File: config.mk
export PLATFORM = sky130hd
export DESIGN_NAME = stack_unit
export DESIGN_NICKNAME = d
export VERILOG_FILES = /design/src/rtl/stack_pkg.sv /design/src/rtl/stack_regfile.sv /design/src/rtl/stack_unit.sv
export SDC_FILE = /design/constraint.sdc
export NUM_CORES = 1
export LEC_CHECK = 0
export BUFFER_PORTS_ARGS = -buffer_cell sky130_fd_sc_hd__buf_2
export CAP_MARGIN = 40
export CORE_ASPECT_RATIO = 0.6
export CORE_MARGIN = 2
export CORE_UTILIZATION = 55
export DETAILED_ROUTE_END_ITERATION = 16
export PLACE_DENSITY = 0.73
export REMOVE_ABC_BUFFERS = 1
export SETUP_SLACK_MARGIN = 0.1
export SLEW_MARGIN = 20
export SYNTH_ARGS = -nofsm -noshare
export SYNTH_HDL_FRONTEND = slang
export SYNTH_SLANG_ARGS = --single-unit
File: constraint.sdc
create_clock -name clk -period 3.8 [get_ports clk]
set_input_delay 0.76 -clock clk [delete_from_list [all_inputs] [get_ports clk]]
set_output_delay 0.76 -clock clk [all_outputs]
set_load 0.005 [all_outputs]
File: src/rtl/stack_pkg.sv
// Shared definitions for the operand stack: default geometry and the
// resolved operation encoding produced from the push/pop strobes.
package stack_pkg;

    localparam int DEF_DATA_W = 8;
    localparam int DEF_ADDR_W = 4;
    localparam int DEF_DEPTH  = 1 << DEF_ADDR_W;

    typedef enum logic [1:0] {
        OP_NONE = 2'b00,
        OP_PUSH = 2'b01,
        OP_POP  = 2'b10,
        OP_REPL = 2'b11
    } stack_op_t;

    // Storage-side effect of a strobe pair; tos never moves sp and is handled
    // as a pure read by the caller.
    function automatic stack_op_t resolve_op(
        input logic push,
        input logic pop,
        input logic empty,
        input logic full
    );
        if (push && pop && !empty) begin
            return OP_REPL;
        end else if (push && !full) begin
            return OP_PUSH;
        end else if (pop && !empty) begin
            return OP_POP;
        end
        return OP_NONE;
    endfunction

endpackage

File: src/rtl/stack_regfile.sv
// Stack storage: DEPTH x DATA_W register array with one synchronous write
// port and one asynchronous read port. Contents are not reset.
module stack_regfile
    import stack_pkg::*;
#(
    parameter int DATA_W = DEF_DATA_W,
    parameter int ADDR_W = DEF_ADDR_W
) (
    input  logic              clk,
    input  logic              we,
    input  logic [ADDR_W-1:0] waddr,
    input  logic [DATA_W-1:0] wdata,
    input  logic [ADDR_W-1:0] raddr,
    output logic [DATA_W-1:0] rdata
);

    localparam int DEPTH = 1 << ADDR_W;

    logic [DATA_W-1:0] mem_reg [DEPTH];

    always_ff @(posedge clk) begin
        if (we) begin
            mem_reg[waddr] <= wdata;
        end
    end

    // Read sees pre-edge contents, so a same-cycle write to the read entry
    // is not forwarded.
    assign rdata = mem_reg[raddr];

endmodule

File: src/rtl/stack_unit.sv
// LIFO operand stack for the stack-machine datapath: push/pop/tos strobes,
// registered read data, count/empty/full decode and sticky error flags.
module stack_unit
    import stack_pkg::*;
#(
    parameter int DATA_W = DEF_DATA_W,
    parameter int ADDR_W = DEF_ADDR_W
) (
    input  logic              clk,
    input  logic              rst,
    input  logic              push,
    input  logic              pop,
    input  logic              tos,
    input  logic [DATA_W-1:0] din,
    output logic [DATA_W-1:0] dout,
    output logic [ADDR_W:0]   count,
    output logic              empty,
    output logic              full,
    output logic              overflow,
    output logic              underflow
);

    localparam int DEPTH = 1 << ADDR_W;
    localparam logic [ADDR_W:0] SP_FULL = (ADDR_W + 1)'(DEPTH);

    logic [ADDR_W:0]   sp_reg;
    logic [ADDR_W:0]   sp_next;
    logic [DATA_W-1:0] dout_reg;
    logic              overflow_reg;
    logic              underflow_reg;

    stack_op_t         op;
    logic [ADDR_W-1:0] top_addr;
    logic [ADDR_W-1:0] wr_addr;
    logic              wr_en;
    logic              rd_en;
    logic              ovf_set;
    logic              udf_set;
    logic [DATA_W-1:0] rd_data;

    assign empty     = (sp_reg == '0);
    assign full      = (sp_reg == SP_FULL);
    assign count     = sp_reg;
    assign dout      = dout_reg;
    assign overflow  = overflow_reg;
    assign underflow = underflow_reg;

    always_comb begin
        op       = resolve_op(push, pop, empty, full);
        top_addr = ADDR_W'(sp_reg - 1'b1);
        wr_en    = (op == OP_PUSH) || (op == OP_REPL);
        wr_addr  = (op == OP_REPL) ? top_addr : sp_reg[ADDR_W-1:0];
        // Any read request on a non-empty stack returns the pre-edge top,
        // including replace and push-with-tos.
        rd_en    = !empty && (pop || tos);
        udf_set  = empty && (pop || tos);
        // Replace is legal at full, so only a push without pop overflows.
        ovf_set  = push && !pop && full;
        sp_next  = sp_reg;
        case (op)
            OP_PUSH: sp_next = sp_reg + 1'b1;
            OP_POP:  sp_next = sp_reg - 1'b1;
            default: sp_next = sp_reg;
        endcase
    end

    always_ff @(posedge clk) begin
        if (rst) begin
            sp_reg        <= '0;
            dout_reg      <= '0;
            overflow_reg  <= 1'b0;
            underflow_reg <= 1'b0;
        end else begin
            sp_reg <= sp_next;
            if (rd_en) begin
                dout_reg <= rd_data;
            end
            if (ovf_set) begin
                overflow_reg <= 1'b1;
            end
            if (udf_set) begin
                underflow_reg <= 1'b1;
            end
        end
    end

    stack_regfile #(
        .DATA_W (DATA_W),
        .ADDR_W (ADDR_W)
    ) u_regfile (
        .clk   (clk),
        .we    (wr_en && !rst),
        .waddr (wr_addr),
        .wdata (din),
        .raddr (top_addr),
        .rdata (rd_data)
    );

endmodule

==> summary.txt <==
Skew final - 8.33 ps
FILL cells - 747
DRT iter0 DRCs - 421
DRC - 0
First-pass GRT wire length - 20400 um
Worst-path fanout max - 9
I/O pin cnt - 30
Peak supply drop - 540 uV
Critical Path Start - count[0]
Placement Setup Slack - 716 ps
Die Area - 11800 um^2
Max Slew Vio Count - 0
Antenna viol nets, final - 0
Clock-pin slew on the worst setup and hold paths - 60 ps
Worst Path Arrival - 3150 ps
FF-to-FF Start - count[0]
I/O Buffers - 29
Area of the multi-input gates - 1660 um^2
Post-synth top area share - 64.2%
CTS tree - built
Post_cts resized - 0
Hold buffer count at CTS - 0
Synth area leaders - edfxtp_1 64%, mux4_2 9.0%, mux2i_1 5.5%
M1 wire length - 6230 um
N_diodes - 0
Final instance count without filler cells - 553
P_leak - 2.43 nW
Max cap viols - 0
Max Freq - 0.322 GHz
FF-to-FF path depth - 6
Final HPWL DP - 8500 um
Synth warn - 0
Part of the cycle the worst path needs - 81.6%
Total grt overflow - 0
Critical path launch point type - register
Area growth syn-to-layout - 15.9%
Number of global-route vias before repair - 3415
Number of H-tree levels - 4
HP Class - register to register
Critical Path Sink - u_regfile.mem_reg[0][3]
Status - completed
Post-synth cell types - 40
Total Wirelength - 13100 um
Mapped Area - 5980 um^2
Ys async rst share - 0%
Synth Area per Inst - 16.7 um^2
Met2 routed WL - 5430 um
Core area - 10600 um^2
Post-Synthesis Cells - 358
Final setup vio count - 0
Worst reg-to-reg setup slack - 700 ps
Share of layout cells above drive strength 1 - 25.6%
Pre-antenna DRT Iters - 5
Starting Density - 56.5%
Largest register FFs - 128
Total track usage - 24.1%
Pwr/cell area - 813 nW/um^2
Vias - 3465
Synthesized flop and latch total - 143
Post-layout min period - 3100 ps
Later-pin clock latency in the skew report - 420 ps
CTS Sinks - 143
Root Buffer - clkbuf_16
Pin count of the biggest net entering global routing - 29
Number of enable flip-flop cells after synthesis - 128
Routed len/inst - 23.8 um
RSZ-0062 raised after global routing - false
Relative slew slack - 44.3%
Register Area - 4140 um^2
Via/cell ratio - 6.27
Crit path capture type - register
Post-synthesis sequential area ratio - 69.3%
WL met3 - 1220 um
Post-CTS Setup Bufs - 0
CTS Buf Count - 17
Area leader, netlist - edfxtp_1
Initial antenna violation count - 0
Critical path class - register to register
Final hold violation count - 0
Rows - 29
Worst-Margin Slew - 836 ps
Final #Nets - 418
Final WS setup - 699 ps
DR top layer - met4
Ys flop type - edfxtp_1
Worst EP required - 3850 ps
FF-to-FF End - u_regfile.mem_reg[0][3]
Max Buffers Root-to-Sink - 2
Chip height - 84.8 um
Min Hold Slack - 453 ps
Placer Congestion - 0.869
Placed insts - 519
Die width - 139 um
[cell usage after synthesis (4+ instances only)]
library cell    n
dfxtp_1        15
mux2i_1        33
a21oi_1        17
nor2_1         21
nand2_1        18
a211oi_1        5
o21ai_0         7
mux4_2         24
ha_1            4
edfxtp_1      128
clkbuf_1        5
o31a_1          4
a211o_1         8
inv_1           6
nor4_1         11
buf_4           6
buf_2           7
[layout make-up]
class / count / share of cell area (%)
repair buffers: 47 / 4.22
clock buffers: 19 / 6.25
well taps: 139 / 2.51
clock inverters: 13 / 2.69
multi-input cells: 185 / 24.0
flip-flops and latches: 143 / 59.8
inverters: 7 / 0.560
[cells by family (layout without fill, tap and decap cells)]
group           after synthesis  count (layout)  synth area share [%]
flops                       143             143                  69.3
simple gates                 71              71                  6.29
mux                          57              57                  14.6
compound gates               47              47                  5.19
buf+inv                      30              86                  2.99
xor+xnor                      6               6                 0.878
fa+ha+maj                     4               4                 0.837
[worst max-delay path, stage by stage (launching register included)]
cell and delay, ps:
dfxtp_1 410, inv_1 230, ha_2 220, or4b_4 560, a211oi_1 330, o21ai_0 260, a21oi_1 720
[power by group]
group | internal (mW) | switching (mW) | total (mW)
Sequential | 1.81 | 0.0772 | 1.89
Clock | 1.10 | 0.645 | 1.74
Combinational | 0.869 | 1.13 | 2.00
[layer usage]
layer / vias up / global-route usage, %
met2: 187 / 32.9
met1: 1741 / 37.6
met3: 27 / 5.93
met4: 0 / 9.83
met5: - / 0
li1: 1510 / -
[worst min-delay path by stage]
stage,start,slack (ps),cells after the start,endpoint
finish,underflow,450,2,underflow
global route,underflow,490,2,underflow
CTS,underflow,450,2,underflow
detailed placement,underflow,440,2,underflow
global placement,underflow,440,2,underflow
floorplan,underflow,440,2,underflow
[cell usage in the layout (no fill, tap or decap), types with 3 or more instances in the layout]
master	n
mux2i_1	33
inv_1	6
buf_2	29
clkinvlp_4	4
a21oi_1	17
xor2_1	3
dfxtp_1	15
buf_4	17
nand2_1	18
nor4_1	11
nor2_1	21
bufinv_16	4
ha_1	3
clkbuf_16	17
a211oi_1	5
mux4_2	24
a211o_1	8
edfxtp_1	128
and2_1	3
o21ai_0	7
xnor2_1	3
nand3_1	3
o31a_1	4
[metrics by stage]
stage	TNS, ps	cell area (um^2)	total power [mW]	utilization, %
after floorplan	-91080	5840	3.31	-
after global placement	0	6270	3.85	59.2
after detailed placement	0	6300	3.89	59.4
after CTS	0	6920	5.62	65.3
after global routing	0	6930	5.86	65.4
final	0	6930	5.64	65.4
(Power assumes the default switching activity.)
